===== src/rtl/odd_result_pipe_pkg.sv =====
// Shared definitions for the odd-pipe result pipeline.
// Holds the execution-unit code, the default per-unit result latencies and
// the per-stage control record. Address and data are parameter-width, so
// each stage carries them next to the record rather than inside it.
package odd_result_pipe_pkg;

  typedef enum logic [1:0] {
    UNIT_PERM = 2'd0,
    UNIT_LS   = 2'd1,
    UNIT_BR   = 2'd2,
    UNIT_NONE = 2'd3
  } unit_e;

  localparam int unsigned NUM_UNITS    = 3;
  localparam int unsigned DEF_LAT_PERM = 3;
  localparam int unsigned DEF_LAT_LS   = 5;
  localparam int unsigned DEF_LAT_BR   = 1;

  typedef struct packed {
    logic  valid;
    unit_e unit;
    logic  rw;
    logic  ready;
  } stage_entry_t;

endpackage


===== src/rtl/odd_result_pipe_result_stage.sv =====
// result_stage: one register stage of the odd-pipe result pipeline.
// Loads the entry from the previous stage (or the issue port for STAGE 1)
// every cycle. If the incoming entry sits at its unit's result latency and
// the unit strobes done, the stage captures that unit's data and marks the
// entry ready. Flush kills entries arriving from stages 0..FLUSH_STAGES
// (stage 0 being the same-cycle issue).
// Ports:
//   clk, reset            clock, synchronous active-high reset
//   prev_entry/addr/data  contents of the preceding stage
//   unit_done, unit_data  per-unit result strobes and data
//   flush                 mispredict kill
//   entry, addr, data     this stage's registered contents
module result_stage
  import odd_result_pipe_pkg::*;
#(
  parameter int unsigned DATA_W       = 128,
  parameter int unsigned ADDR_W       = 7,
  parameter int unsigned STAGE        = 1,
  parameter int unsigned LAT_PERM     = DEF_LAT_PERM,
  parameter int unsigned LAT_LS       = DEF_LAT_LS,
  parameter int unsigned LAT_BR       = DEF_LAT_BR,
  parameter int unsigned FLUSH_STAGES = 2
) (
  input  logic                  clk,
  input  logic                  reset,
  input  stage_entry_t          prev_entry,
  input  logic [ADDR_W-1:0]     prev_addr,
  input  logic [DATA_W-1:0]     prev_data,
  input  logic [2:0]            unit_done,
  input  logic [3*DATA_W-1:0]   unit_data,
  input  logic                  flush,
  output stage_entry_t          entry,
  output logic [ADDR_W-1:0]     addr,
  output logic [DATA_W-1:0]     data
);

  // Stage index the incoming entry currently occupies.
  localparam int unsigned SRC       = STAGE - 1;
  localparam bit          KILL_ZONE = (SRC <= FLUSH_STAGES);

  logic              hit;
  logic              done;
  logic              capture;
  logic              kill;
  logic [DATA_W-1:0] cap_data;

  always_comb begin
    hit      = 1'b0;
    done     = 1'b0;
    cap_data = '0;
    case (prev_entry.unit)
      UNIT_PERM: begin
        hit      = (SRC == LAT_PERM);
        done     = unit_done[0];
        cap_data = unit_data[0 +: DATA_W];
      end
      UNIT_LS: begin
        hit      = (SRC == LAT_LS);
        done     = unit_done[1];
        cap_data = unit_data[DATA_W +: DATA_W];
      end
      UNIT_BR: begin
        hit      = (SRC == LAT_BR);
        done     = unit_done[2];
        cap_data = unit_data[2*DATA_W +: DATA_W];
      end
      default: ;
    endcase
    capture = prev_entry.valid && hit && done;
    kill    = flush && KILL_ZONE;
  end

  always_ff @(posedge clk) begin
    if (reset) begin
      entry <= '0;
      addr  <= '0;
      data  <= '0;
    end else begin
      entry.valid <= prev_entry.valid && !kill;
      entry.unit  <= prev_entry.unit;
      entry.rw    <= prev_entry.rw;
      entry.ready <= prev_entry.ready || capture;
      addr        <= prev_addr;
      data        <= capture ? cap_data : prev_data;
    end
  end

endmodule


===== src/rtl/odd_result_pipe.sv =====
// odd_result_pipe: fixed-length result pipeline for the odd execution pipe.
// Issued instructions travel DEPTH stages to writeback; each unit's result is
// merged in at that unit's latency stage. Every stage is exposed for operand
// forwarding. Protocol violations (missing or stray unit_done) set a sticky err.
// Ports:
//   clk, reset                         clock, synchronous active-high reset
//   iss_valid/unit/rt_addr/reg_write   issue port
//   unit_done, unit_data               per-unit result strobe/data (unit u in slice u)
//   flush                              kills the youngest FLUSH_STAGES stages and the issue
//   fwd_valid/addr/data                per-stage forwarding view (stage k in slice k-1)
//   rt_wb, rt_addr_wb, reg_write_wb    writeback port (stage DEPTH)
//   err                                sticky protocol-error flag
module odd_result_pipe
  import odd_result_pipe_pkg::*;
#(
  parameter int unsigned DATA_W       = 128,
  parameter int unsigned ADDR_W       = 7,
  parameter int unsigned DEPTH        = 7,
  parameter int unsigned LAT_PERM     = DEF_LAT_PERM,
  parameter int unsigned LAT_LS       = DEF_LAT_LS,
  parameter int unsigned LAT_BR       = DEF_LAT_BR,
  parameter int unsigned FLUSH_STAGES = 2
) (
  input  logic                      clk,
  input  logic                      reset,
  input  logic                      iss_valid,
  input  logic [1:0]                iss_unit,
  input  logic [ADDR_W-1:0]         iss_rt_addr,
  input  logic                      iss_reg_write,
  input  logic [2:0]                unit_done,
  input  logic [3*DATA_W-1:0]       unit_data,
  input  logic                      flush,
  output logic [DEPTH-1:0]          fwd_valid,
  output logic [DEPTH*ADDR_W-1:0]   fwd_addr,
  output logic [DEPTH*DATA_W-1:0]   fwd_data,
  output logic [DATA_W-1:0]         rt_wb,
  output logic [ADDR_W-1:0]         rt_addr_wb,
  output logic                      reg_write_wb,
  output logic                      err
);

  if (LAT_PERM == 0 || LAT_PERM > DEPTH - 1 ||
      LAT_LS   == 0 || LAT_LS   > DEPTH - 1 ||
      LAT_BR   == 0 || LAT_BR   > DEPTH - 1 ||
      FLUSH_STAGES > DEPTH) begin : g_param_check
    $error("odd_result_pipe: latencies must lie in 1..DEPTH-1 and FLUSH_STAGES <= DEPTH");
  end

  stage_entry_t      issue_ent;
  stage_entry_t      src_ent  [DEPTH];
  stage_entry_t      ent      [DEPTH];
  logic [ADDR_W-1:0] src_addr [DEPTH];
  logic [ADDR_W-1:0] addr_q   [DEPTH];
  logic [DATA_W-1:0] src_data [DEPTH];
  logic [DATA_W-1:0] data_q   [DEPTH];
  logic [NUM_UNITS-1:0] err_hit;

  // Undefined unit code enters as a nop: already ready, never writes.
  always_comb begin
    issue_ent.valid = iss_valid;
    issue_ent.unit  = unit_e'(iss_unit);
    issue_ent.rw    = iss_reg_write && (unit_e'(iss_unit) != UNIT_NONE);
    issue_ent.ready = (unit_e'(iss_unit) == UNIT_NONE);
  end

  for (genvar k = 0; k < DEPTH; k++) begin : g_stage
    if (k == 0) begin : g_head
      assign src_ent[k]  = issue_ent;
      assign src_addr[k] = iss_rt_addr;
      assign src_data[k] = '0;
    end else begin : g_body
      assign src_ent[k]  = ent[k-1];
      assign src_addr[k] = addr_q[k-1];
      assign src_data[k] = data_q[k-1];
    end

    result_stage #(
      .DATA_W      (DATA_W),
      .ADDR_W      (ADDR_W),
      .STAGE       (k + 1),
      .LAT_PERM    (LAT_PERM),
      .LAT_LS      (LAT_LS),
      .LAT_BR      (LAT_BR),
      .FLUSH_STAGES(FLUSH_STAGES)
    ) u_stage (
      .clk       (clk),
      .reset     (reset),
      .prev_entry(src_ent[k]),
      .prev_addr (src_addr[k]),
      .prev_data (src_data[k]),
      .unit_done (unit_done),
      .unit_data (unit_data),
      .flush     (flush),
      .entry     (ent[k]),
      .addr      (addr_q[k]),
      .data      (data_q[k])
    );

    assign fwd_valid[k]                   = ent[k].valid && ent[k].rw && ent[k].ready;
    assign fwd_addr[k*ADDR_W +: ADDR_W]   = addr_q[k];
    assign fwd_data[k*DATA_W +: DATA_W]   = ent[k].ready ? data_q[k] : '0;
  end

  assign reg_write_wb = fwd_valid[DEPTH-1];
  assign rt_addr_wb   = addr_q[DEPTH-1];
  assign rt_wb        = fwd_data[(DEPTH-1)*DATA_W +: DATA_W];

  // Per unit: a strobe with no entry of that unit at its latency stage is
  // stray; a live entry there without a strobe missed its result. Entries
  // being killed by flush neither need nor accept a strobe.
  for (genvar u = 0; u < NUM_UNITS; u++) begin : g_err
    localparam int unsigned LAT      = (u == 0) ? LAT_PERM : (u == 1) ? LAT_LS : LAT_BR;
    localparam bit          KILLABLE = (LAT <= FLUSH_STAGES);
    logic present;
    assign present    = ent[LAT-1].valid && (2'(ent[LAT-1].unit) == 2'(u));
    assign err_hit[u] = (unit_done[u] && !present) ||
                        (present && !(flush && KILLABLE) && !unit_done[u]);
  end

  always_ff @(posedge clk) begin
    if (reset) begin
      err <= 1'b0;
    end else if (|err_hit) begin
      err <= 1'b1;
    end
  end

endmodule


===== config.mk =====
export PLATFORM = sky130hd
export DESIGN_NAME = odd_result_pipe
export DESIGN_NICKNAME = d
export VERILOG_FILES = /design/src/rtl/odd_result_pipe_pkg.sv /design/src/rtl/odd_result_pipe_result_stage.sv /design/src/rtl/odd_result_pipe.sv
export SDC_FILE = /design/constraint.sdc
export NUM_CORES = 2
export LEC_CHECK = 0
export BUFFER_PORTS_ARGS = -buffer_cell sky130_fd_sc_hd__buf_2
export CAP_MARGIN = 5
export CORE_AREA = 2 2 574 576
export DETAILED_ROUTE_END_ITERATION = 7
export DIE_AREA = 0 0 576 578
export GPL_TIMING_DRIVEN = 0
export REMOVE_ABC_BUFFERS = 1
export SLEW_MARGIN = 5
export SYNTH_ARGS = -nofsm -noshare
export SYNTH_HDL_FRONTEND = slang
export SYNTH_SLANG_ARGS = --single-unit

===== constraint.sdc =====
create_clock -name clk -period 3.2 [get_ports clk]
set_input_delay 0.32 -clock clk [delete_from_list [all_inputs] [get_ports clk]]
set_output_delay 0.32 -clock clk [all_outputs]
set_load 0.02 [all_outputs]

==> metrics.md <==
| Metric | Value |
|---|---|
| Max Slew Vio Count | 0 |
| CP Cell Sequence | buf_16 > nor4bb_4 > buf_4 > buf_12 > buf_16 > buf_12 > buf_6 > buf_6 > buf_6 > buf_12 > buf_6 > nor2_1 > a211oi_2 |
| Crit path max-delay family | buffers and inverters |
| Number of I/O pins | 1490 |
| Die height | 578 microns |
| Fin Setup TNS | 0 ns |
| Max_slew headroom | 26.4% |
| Switching share of power | 25.9% |
| Port Buffer Count | 1361 |
| Layout cells sized above 1 | 33.3% |
| Clk_skew | 0.0533 ns |
| Final Setup Violations | 0 |
| Switching power | 6680 uW |
| Routability cong. | 0.975 |
| Initial Utilization | 10.9% |
| Flops & latches, synth | 849 |
| MaxCap Viol Count | 0 |
| Die X | 576 microns |
| DR WL/cell | 25.8 microns |
| Crit path kind | flop to flop |
| Clock share of power | 51.5% |
| Initial antenna violation count | 171 |
| Number of global-route vias before repair | 30.9k |
| Syn Area/Cell | 9.83 sq um |
| Max clock buf depth | 4 |
| Grt total ovfl | 0 |
| Startpoint types | flop |
| Crit end category | flop |
| CP Data Arrival Time | 3.83 ns |
| Cell Int Power | 19100 uW |
| Syn Std Cell Area | 35500 sq um |
| Maximum vdd drop | 0.000419 V |
| Area growth from synthesis to layout | 56.1% |
| Final worst path period share | 97.5% |
| Row count | 210 |
| Pwr Total | 25800 uW |
| Crit path buffers/inverters | 10 |
| Layout Cells excl Fill | 9746 |
| Clock tree sinks | 849 |
| Fmax | 320 MHz |
| Max stage delay on crit path | 0.36 ns |
| Worst Tran Pin Value | 1.07 ns |
| Largest net degree at the start of global routing | 122 |
| Combinational share of power | 7.1% |
| Slowest-stage cell, CP | dfxtp_4 |
| Cells after synthesis | 3608 |
| Number of nets with antenna violations after routing | 0 |
| Via density | 3.34 |
| Clk slew on worst S/H paths | 0.07 ns |
| First-pass GRT wire length | 316 mm |
| Final Hold Fails | 0 |
| CTS tree | yes |
| Sequential power share | 41.4% |
| CTS buffer count | 114 |
| Die area | 333000 sq um |
| Root Driver | clkbuf_16 |
| DP Wirelength | 205 mm |
| RSZ-0062 raised after global routing | false |
| Leakage | 0.0235 uW |
| 1st-iter DRT viols | 2221 |
| Syn. warnings | 0 |
| Htree depth | 3 |
| Final critical-path required period | 3.12 ns |
| Hold Path Class | input pin to flop |
| Cell count after placement | 8970 |
| Pwr Density | 466 nW/um^2 |
| Global Route Usage Sum | 14.4% |
| Number of detailed-route iterations in the first pass | 5 |
| Clk_lat worst skew | 0.86 ns |
| Drc violations | 0 |
| Fin nets | 5624 |
| Req. time, crit path | 3.91 ns |
| Synth unique cells | 31 |
| Most used cell, CP | buf_6 |
| Status | finished, final reports clean |
| FILL cells | 36.7k |
| Core Footprint | 326000 sq um |
| CP max FO | 28 |
| Routed vias | 32.6k |
| Post-Route WL | 252 mm |
| Post-synthesis sequential area ratio | 47.9% |
[power by group through the flow]
stage          sequential [uW]  clock, uW  combinational, uW
3_5_place_dp             10900          0               1190
5_1_grt                  10700      14100               1960
2_1_floorplan            10900          0                418
3_3_place_gp             11000          0               1110
4_1_cts                  10700      13800               1850
6_report                 10700      13300               1840
[worst min-delay path, stage by stage]
cell      delay [ns]
buf_2           0.09
mux2i_1         0.15
a211oi_1        0.26
[layer usage]
metal / share of wire, % / vias up / global-route usage (%) / wire, microns
li1: - / 14600 / - / -
met1: 41 / 15600 / 17.5 / 103000
met2: 45 / 1825 / 22.9 / 112000
met3: 9.2 / 440 / 4.92 / 23100
met4: 4.9 / 64 / 6.37 / 12400
met5: 0.18 / - / 0 / 459
[flip-flops by register name, summed over array words and instances, names as in the netlist]
signal                 count
g_stage.u_stage.addr      49
err                        1
g_stage.u_stage.data     768
g_stage.u_stage.entry     31
[Yosys cell counts, drive strengths merged]
cell | number | share of area (%)
and2 | 867 | 15
dfxtp | 849 | 48
nor2b | 456 | 8.0
buf | 372 | 7.3
nor2 | 288 | 3.0
mux2i | 282 | 8.0
a211oi | 257 | 7.0
clkbuf | 165 | 1.8
mux2 | 25 | 0.79
a21oi | 8 | 0.11
a22oi | 8 | 0.17
and3 | 8 | 0.14
nand2 | 8 | 0.085
inv | 3 | 0.032
nand3b | 2 | 0.042
a41oi | 1 | 0.025
and2b | 1 | 0.021
and4b | 1 | 0.028
conb | 1 | 0.011
nand3 | 1 | 0.014
nor3b | 1 | 0.021
nor4bb | 1 | 0.028
o21ai | 1 | 0.014
xnor2 | 1 | 0.025
xor2 | 1 | 0.025
[stage by stage]
stage                     cell area (sq um)  util, %  worst slack [ns]  hold slack (ns)
after floorplan                       32700        -            -25.89            0.385
after global placement                44900     13.8           -100.16            0.417
after detailed placement              46400     14.2             -1.07            0.423
after CTS                             55100     16.9            0.0115          0.00951
after global routing                  55200     16.9            0.0142           0.0259
final                                 55300     17.0            0.0790           0.0615
[layout make-up]
type                       instances  area [sq um]  share of cell area [%]
clock inverter                    50           621                    1.12
inverter                           3          11.3                  0.0203
timing repair buffer            1909         13100                    23.7
sequential                       849         17000                    30.8
multi-input combinational       2346         15800                    28.5
antenna                           92           230                   0.416
clock buffer                     151          3150                    5.70
tap                             4346          5440                    9.83
[final timing paths]
kind	startpoint	to	slack [ns]	depth (start not counted)
worst max-delay path	g_stage[2].u_stage.entry[2]	g_stage[3].u_stage.data[70]	0.08	13
worst min-delay path	unit_data[253]	g_stage[5].u_stage.data[125]	0.06	3
worst max register to register	g_stage[2].u_stage.entry[2]	g_stage[3].u_stage.data[70]	0.08	13
worst min register to register	g_stage[1].u_stage.entry[3]	g_stage[2].u_stage.entry[3]	0.43	1
[cells in the final DEF, fill, tap and decap left out, types with 11 or more instances in the layout]
cell           netlist  layout
a211oi_2           110     117
clkinv_2             0      14
buf_2               73    1360
buf_12               0      13
and2_1             867     866
conb_1               1     128
buf_16               0      34
mux2_2              25      25
diode_2              0      92
mux2i_1            282     281
dfxtp_1            849     839
buf_6               12      11
clkbuf_1           159      21
a211oi_1           147     140
clkbuf_16            0     115
clkbuf_8             0      16
nor2_1             288     288
nor2b_1            456     456
dlygate4sd3_1        0     481
[logic make-up after synthesis]
group,count (synthesis),share of synthesized area [%]
multiplexers,307,8.76
flip-flops,849,47.9
AND/OR/NAND/NOR,1634,26.8
buffers and inverters,540,9.14
XOR/XNOR,2,0.0494
AO/OA/AOI/OAI,275,7.32
other,1,0.0106
[what timing repair did]
item,in CTS,in global routing
pin swaps,3,3
hold buffers,481,0
setup endpoints to repair,67,8
buffers inserted,7,1
gates resized for setup,16,3
gates cloned,2,1
hold endpoints to repair,444,0
No activity file was read; power rests on OpenSTA's default activity.
